==> src/rtl/local_inj_ctrl_pkg.sv <==
// Shared flit geometry, FSM encodings and the timestamp helper for the
// local injection controller.
package local_inj_ctrl_pkg;

    localparam int DATA_WIDTH     = 32;
    localparam int VALID_POS      = 31;
    localparam int TIME_POS       = 16;
    localparam int TIME_WIDTH     = 8;
    localparam int PC_INDEX_WIDTH = 3;

    // The stage reserves the all-ones time code for "no eject candidate".
    localparam logic [TIME_WIDTH-1:0] MAX_TIME = '1;

    typedef logic [DATA_WIDTH-1:0] flit_t;

    typedef enum logic [1:0] {
        INJ_STATE_IDLE    = 2'd0,
        INJ_STATE_WAIT    = 2'd1,
        INJ_STATE_STARVED = 2'd2
    } inj_state_e;

    function automatic flit_t stamp_flit(input flit_t f, input logic [TIME_WIDTH-1:0] t);
        flit_t r;
        r = f;
        r[TIME_POS +: TIME_WIDTH] = t;
        return r;
    endfunction

endpackage

==> src/rtl/local_inj_ctrl_if.sv <==
// NI-side handshake plus the head-flit / grant exchange with the local
// eject/inject stage.
interface local_inj_ctrl_if;
    import local_inj_ctrl_pkg::*;

    logic  ni_valid_i;
    flit_t ni_flit_i;
    logic  ni_ready_o;
    flit_t inj_flit_o;
    logic  inj_grant_i;
    logic  merge_local_i;

    modport master (
        output ni_valid_i, ni_flit_i, inj_grant_i, merge_local_i,
        input  ni_ready_o, inj_flit_o
    );

    modport slave (
        input  ni_valid_i, ni_flit_i, inj_grant_i, merge_local_i,
        output ni_ready_o, inj_flit_o
    );

endinterface

==> src/rtl/local_inj_fifo.sv <==
// Circular injection queue: storage, wrap-around pointers and occupancy.
// Head is read combinationally so the stage sees it with zero latency.
module local_inj_fifo #(
    parameter int DEPTH      = 4,
    parameter int DATA_WIDTH = 32
) (
    input  logic                       clk,
    input  logic                       reset_n,
    input  logic                       push,
    input  logic [DATA_WIDTH-1:0]      din,
    input  logic                       pop,
    output logic [DATA_WIDTH-1:0]      head,
    output logic [$clog2(DEPTH):0]     count
);

    localparam int AW = $clog2(DEPTH);
    localparam int CW = AW + 1;

    logic [DATA_WIDTH-1:0] mem [DEPTH];
    logic [AW-1:0]         wr_ptr_reg;
    logic [AW-1:0]         rd_ptr_reg;
    logic [CW-1:0]         count_reg;
    logic                  push_ok;
    logic                  pop_ok;

    assign push_ok = push && (count_reg != CW'(DEPTH));
    assign pop_ok  = pop  && (count_reg != '0);

    always_ff @(posedge clk) begin
        if (push_ok) begin
            mem[wr_ptr_reg] <= din;
        end
    end

    // DEPTH is a power of two, so pointer overflow is the modulo wrap.
    always_ff @(posedge clk) begin
        if (!reset_n) begin
            wr_ptr_reg <= '0;
            rd_ptr_reg <= '0;
            count_reg  <= '0;
        end else begin
            if (push_ok) begin
                wr_ptr_reg <= wr_ptr_reg + 1'b1;
            end
            if (pop_ok) begin
                rd_ptr_reg <= rd_ptr_reg + 1'b1;
            end
            count_reg <= count_reg + CW'(push_ok) - CW'(pop_ok);
        end
    end

    assign head  = (count_reg != '0) ? mem[rd_ptr_reg] : '0;
    assign count = count_reg;

endmodule

==> src/rtl/local_inj_ctrl.sv <==
// Local-port injection controller: queue, flit-count feedback register and
// starvation FSM. Define INJ_TIMESTAMP_EN to stamp pushed flits with a time code.
module local_inj_ctrl
    import local_inj_ctrl_pkg::*;
#(
    parameter int DEPTH         = 4,
    parameter int STARVE_THRESH = 16
) (
    input  logic                      clk,
    input  logic                      reset_n,
    local_inj_ctrl_if.slave           bus,
    input  logic [PC_INDEX_WIDTH-1:0] num_flit_i,
    output logic [PC_INDEX_WIDTH-1:0] num_flit_o,
    output logic [$clog2(DEPTH):0]    occupancy_o,
    output logic                      starve_o
);

    localparam int         CW     = $clog2(DEPTH) + 1;
    localparam logic [7:0] THRESH = 8'(STARVE_THRESH);

    logic [CW-1:0] count;
    logic [CW-1:0] remaining;
    logic          push;
    logic          pop;
    flit_t         store_flit;
    flit_t         head_flit;

    logic [PC_INDEX_WIDTH-1:0] num_flit_reg;
    logic [7:0]                wait_cnt_reg;
    logic [7:0]                wait_cnt_next;
    inj_state_e                state_reg;
    inj_state_e                state_next;

    // Ready comes from the registered count only: a full queue refuses a push
    // even when a pop happens in the same cycle.
    assign bus.ni_ready_o = (count < CW'(DEPTH));
    assign push           = bus.ni_valid_i && bus.ni_ready_o;
    assign pop            = (count != '0) && (bus.inj_grant_i || bus.merge_local_i);
    assign remaining      = count + CW'(push) - CW'(pop);

`ifdef INJ_TIMESTAMP_EN
    localparam logic [TIME_WIDTH-1:0] TIME_LAST = MAX_TIME - 1'b1;

    logic [TIME_WIDTH-1:0] time_reg;

    always_ff @(posedge clk) begin
        if (!reset_n) begin
            time_reg <= '0;
        end else if (time_reg == TIME_LAST) begin
            time_reg <= '0;
        end else begin
            time_reg <= time_reg + 1'b1;
        end
    end

    assign store_flit = stamp_flit(bus.ni_flit_i, time_reg);
`else
    assign store_flit = bus.ni_flit_i;
`endif

    local_inj_fifo #(
        .DEPTH      (DEPTH),
        .DATA_WIDTH (DATA_WIDTH)
    ) u_fifo (
        .clk     (clk),
        .reset_n (reset_n),
        .push    (push),
        .din     (store_flit),
        .pop     (pop),
        .head    (head_flit),
        .count   (count)
    );

    assign bus.inj_flit_o = head_flit;
    assign occupancy_o    = count;

    always_ff @(posedge clk) begin
        if (!reset_n) begin
            num_flit_reg <= '0;
        end else begin
            num_flit_reg <= num_flit_i;
        end
    end

    assign num_flit_o = num_flit_reg;

    always_comb begin
        wait_cnt_next = wait_cnt_reg;
        if ((count == '0) || pop) begin
            wait_cnt_next = '0;
        end else if (wait_cnt_reg < THRESH) begin
            wait_cnt_next = wait_cnt_reg + 1'b1;
        end
    end

    always_ff @(posedge clk) begin
        if (!reset_n) begin
            wait_cnt_reg <= '0;
        end else begin
            wait_cnt_reg <= wait_cnt_next;
        end
    end

    always_ff @(posedge clk) begin
        if (!reset_n) begin
            state_reg <= INJ_STATE_IDLE;
        end else begin
            state_reg <= state_next;
        end
    end

    always_comb begin
        state_next = state_reg;
        case (state_reg)
            INJ_STATE_IDLE: begin
                if ((count != '0) && (remaining != '0)) begin
                    state_next = INJ_STATE_WAIT;
                end
            end
            INJ_STATE_WAIT: begin
                if (pop) begin
                    state_next = (remaining == '0) ? INJ_STATE_IDLE : INJ_STATE_WAIT;
                end else if (wait_cnt_reg == THRESH) begin
                    state_next = INJ_STATE_STARVED;
                end
            end
            INJ_STATE_STARVED: begin
                if (pop) begin
                    state_next = (remaining == '0) ? INJ_STATE_IDLE : INJ_STATE_WAIT;
                end
            end
            default: state_next = INJ_STATE_IDLE;
        endcase
    end

    always_comb begin
        starve_o = (state_reg == INJ_STATE_STARVED);
    end

endmodule

==> src/flat_wrapper.sv <==
// flat-port wrapper written by rule: the top's interface ports become plain ports
module local_inj_ctrl_flat import local_inj_ctrl_pkg::*;
#(
    parameter int DEPTH         = 4,
    parameter int STARVE_THRESH = 16
)
  (clk, reset_n, num_flit_i, num_flit_o, occupancy_o, starve_o, bus_ni_valid_i, bus_ni_flit_i, bus_inj_grant_i, bus_merge_local_i, bus_ni_ready_o, bus_inj_flit_o);
  local_inj_ctrl_if bus_i ();
  input  logic clk;
  input  logic reset_n;
  input  logic [PC_INDEX_WIDTH-1:0] num_flit_i;
  output logic [PC_INDEX_WIDTH-1:0] num_flit_o;
  output logic [$clog2(DEPTH):0] occupancy_o;
  output logic starve_o;
  input wire logic [$bits(bus_i.ni_valid_i)-1:0] bus_ni_valid_i;
  input wire logic [$bits(bus_i.ni_flit_i)-1:0] bus_ni_flit_i;
  input wire logic [$bits(bus_i.inj_grant_i)-1:0] bus_inj_grant_i;
  input wire logic [$bits(bus_i.merge_local_i)-1:0] bus_merge_local_i;
  output wire logic [$bits(bus_i.ni_ready_o)-1:0] bus_ni_ready_o;
  output wire logic [$bits(bus_i.inj_flit_o)-1:0] bus_inj_flit_o;
  assign bus_i.ni_valid_i = bus_ni_valid_i;
  assign bus_i.ni_flit_i = bus_ni_flit_i;
  assign bus_i.inj_grant_i = bus_inj_grant_i;
  assign bus_i.merge_local_i = bus_merge_local_i;
  assign bus_ni_ready_o = bus_i.ni_ready_o;
  assign bus_inj_flit_o = bus_i.inj_flit_o;
  local_inj_ctrl #(.DEPTH(DEPTH), .STARVE_THRESH(STARVE_THRESH)) u_core (.clk(clk), .reset_n(reset_n), .bus(bus_i), .num_flit_i(num_flit_i), .num_flit_o(num_flit_o), .occupancy_o(occupancy_o), .starve_o(starve_o));
endmodule
==> config.mk <==
export PLATFORM = sky130hd
export DESIGN_NAME = local_inj_ctrl_flat
export DESIGN_NICKNAME = d
export VERILOG_FILES = /design/src/rtl/local_inj_ctrl_pkg.sv /design/src/rtl/local_inj_ctrl_if.sv /design/src/rtl/local_inj_fifo.sv /design/src/rtl/local_inj_ctrl.sv /design/src/flat_wrapper.sv
export SDC_FILE = /design/constraint.sdc
export NUM_CORES = 1
export LEC_CHECK = 0
export ABC_AREA = 1
export BUFFER_PORTS_ARGS = -buffer_cell sky130_fd_sc_hd__buf_2
export CAP_MARGIN = 20
export CELL_PAD_IN_SITES_DETAIL_PLACEMENT = 0
export CELL_PAD_IN_SITES_GLOBAL_PLACEMENT = 1
export CORE_ASPECT_RATIO = 2
export CORE_MARGIN = 4
export CORE_UTILIZATION = 30
export DETAILED_ROUTE_END_ITERATION = 6
export GPL_TIMING_DRIVEN = 0
export MAX_ROUTING_LAYER = met4
export PLACE_DENSITY = 0.66
export SLEW_MARGIN = 20
export SYNTH_ARGS = -nofsm -noshare
export SYNTH_HDL_FRONTEND = slang
export SYNTH_SLANG_ARGS = --single-unit
==> constraint.sdc <==
create_clock -name clk -period 4.1 [get_ports clk]
set_clock_uncertainty 0.2 [all_clocks]
set_input_delay 0.41 -clock clk [delete_from_list [all_inputs] [get_ports clk]]
set_output_delay 0.41 -clock clk [all_outputs]
set_load 0.05 [all_outputs]
==> flow_summary.toml <==
[logic_synthesis]
synth_edf_count = 128
synthFlopType = "edfxtp_1"
synth_cell_types = 28
ys_async_sr_fraction = 0
mappedNetlistNets = 581
leading_post_synthesis_cells_by_cell_area = "edfxtp_1, nor2_1, dfxtp_1, o21ai_0, a21oi_1"
post_synth.cell_area_avg_um2 = 11.5
netlist_area_um2 = 6070
post-synth-top-area-cell = "edfxtp_1"
synth_top_area_share = 0.633
synth_seq_cells = 150
synth.yosys.seq_area_share = 0.706
yosys_warnings = 0
netlist_instances = 529

[timing]
report.final.setup_viol = 0
final.period_utilization = 0.674
final_hold_viol_count = 0
fin_hold_ws_ns = 0.0139
grt_setup_unrepaired = "no"
totalNegativeSetupSlack_ns = 0
report.final.slew_viol_count = 0
max-slew-margin-rel = 0.567
min_period_ns = 2.76
max_freq_mhz = 362
worst_slew_pin_slew_ns = 0.648

[clocking]
post_cts.resized_instances = 0
clock-root-buffer = "clkbuf_16"
clockBufferDepth = 2
clkSinkCount = 150
path_clk_slew_ns = 0.07
cts_tree = "yes"
ctsHoldBuffers = 18
cts_buffers = 17
postCtsSetupRepairBufs = 0
worst_skew_pair.late_latency_ns = 0.42
ctsHtreeMaxLevel = 4

[setup_path]
worst-setup-path-type = "reg -> reg"
path_max_fanout = 9
critical_path_arrival_ns = 2.87
timing.reg2reg.worst_path_depth = 12
source_of_the_critical_timing_path = "u_core.u_fifo.count[2]"
timing.critical_path.from_type = "flop"
r2r-start = "u_core.u_fifo.count[2]"
critical_path_required_ns = 4.21
capture_point_of_the_critical_path = "u_core.state_reg[0]"
timing.critical_path.to_type = "flop"
reg2reg_slack_ns = 1.34
reg2reg_to = "u_core.state_reg[0]"

[die]
die_h_um = 209
floorplan.initialDensity = 0.305
core_area_um2 = 19900
placement_rows = 73
die_area_um2 = 22700
die_w_um = 109
ios = 80

[grt]
globalRoute.totalOverflow = 0
number_of_global_route_vias_before_repair = 4364
antenna_found_initial = 1
grt_pass1_wl_um = 22500
grt_max_degree = 22
all_layer_global_routing_usage = 0.136

[routing]
first_pass_iters = 6
antenna_left = 0
dr.first_iter.drc_count = 195
total_via_count_in_the_routed_design = 4197
drc_errors = 0
detail_route.wl_per_cell_um = 15.6
routed_wirelength_um = 14400
viasPerCell = 4.54

[layout]
layout-area-overhead-vs-synth_pct = 26.4
proportion_of_layout_cells_with_a_drive_suffix_above_1 = 0.224
most_common_cell_after_layout_fill_and_taps_aside = "nor2_1"
mostFrequentLayoutCells = "nor2_1, edfxtp_1, buf_2"
largest_register_ffs = 128
nets = 700

[pwr]
vdd_drop_max_uv = 563
power.density_cell_area_nw_per_um2 = 760
static-leakage-power_nw = 2.94

[min_path]
min_path_type = "in -> reg"

[job]
max_cap_violation_count = 0

[place]
gpl.final_weighted_congestion = 0.793
placement.io_buffers = 78
hpwl_after_detailed_placement_um = 9940

[run_status]
status = "complete, no violations"
-- area by class of cell --
cell class	instances	area [um2]
Fill cell	1980	12200
Sequential cell	150	4280
Multi-Input combinational cell	313	1540
Timing Repair Buffer	100	666
Clock buffer	21	492
Tap cell	262	328
Inverter	42	160
Buffer	24	120
Clock inverter	11	85.1
Antenna cell	1	2.50
-- metal layers --
metal,global-route usage,share of wire
met2,0.246,0.56
met5,-,0
met1,0.135,0.37
met3,0.0343,0.044
met4,0.0597,0.025
-- through the flow --
step                area [um2]  setup slack, ns  cells  power (mW)   util
floorplan                 6070             1.05    529        3.69      -
CTS                       7670             1.29    923        5.91  0.385
finish                    7670             1.34    924        5.83  0.385
global placement          6790            0.374    869        4.31  0.341
global route              7670             1.07    924        6.18  0.385
detailed placement        6910             1.31    873        4.41  0.347
-- synthesized netlist by cell type, drive strengths merged (2+ instances only) --
| cell | instances |
|---|---|
| nor2 | 149 |
| edfxtp | 128 |
| o21ai | 71 |
| a21oi | 41 |
| inv | 41 |
| nand2 | 23 |
| dfxtp | 22 |
| buf | 18 |
| ha | 10 |
| nand3 | 9 |
| clkbuf | 6 |
| nor3 | 4 |
| fa | 2 |
-- cells by family (layout without fill, tap and decap cells) --
kind of cell	count (synthesis)	in the layout	synth area share
adder cells (fa/ha/maj)	12	12	0.0272
buffers and inverters	66	198	0.0462
AND/OR/NAND/NOR	188	188	0.128
flip-flops	150	150	0.706
AO/OA/AOI/OAI	113	113	0.0934
other	0	1	0
-- worst min path at each step --
stage                                     to  slack, ns  cells after the start                    from
floorplan             u_core.wait_cnt_reg[7]       0.23                      2  u_core.wait_cnt_reg[7]
detailed placement    u_core.wait_cnt_reg[6]       0.25                      2  u_core.wait_cnt_reg[6]
global route        u_core.u_fifo.mem[2][21]      0.001                      1       bus_ni_flit_i[21]
global placement      u_core.wait_cnt_reg[6]       0.25                      2  u_core.wait_cnt_reg[6]
finish              u_core.u_fifo.mem[3][17]       0.01                      1       bus_ni_flit_i[17]
CTS                 u_core.u_fifo.mem[0][12]     0.0005                      1       bus_ni_flit_i[12]
-- where the power goes --
group          switching (mW)  internal, mW
registers              0.0635          1.84
logic                    1.86         0.586
clock network           0.615         0.869
-- worst max-delay path, cell delays in order (launching register included) --
cell and delay [ns]:
dfxtp_1 0.41, inv_2 0.07, nand2_1 0.40, ha_1 0.32
inv_1 0.10, ha_1 0.19, fa_1 0.43, nor2_1 0.10
nand3_1 0.12, nand2_1 0.07, nand2_1 0.05, nand3_1 0.09
a21oi_1 0.06
Note: power is estimated with default switching activity, not from simulation.
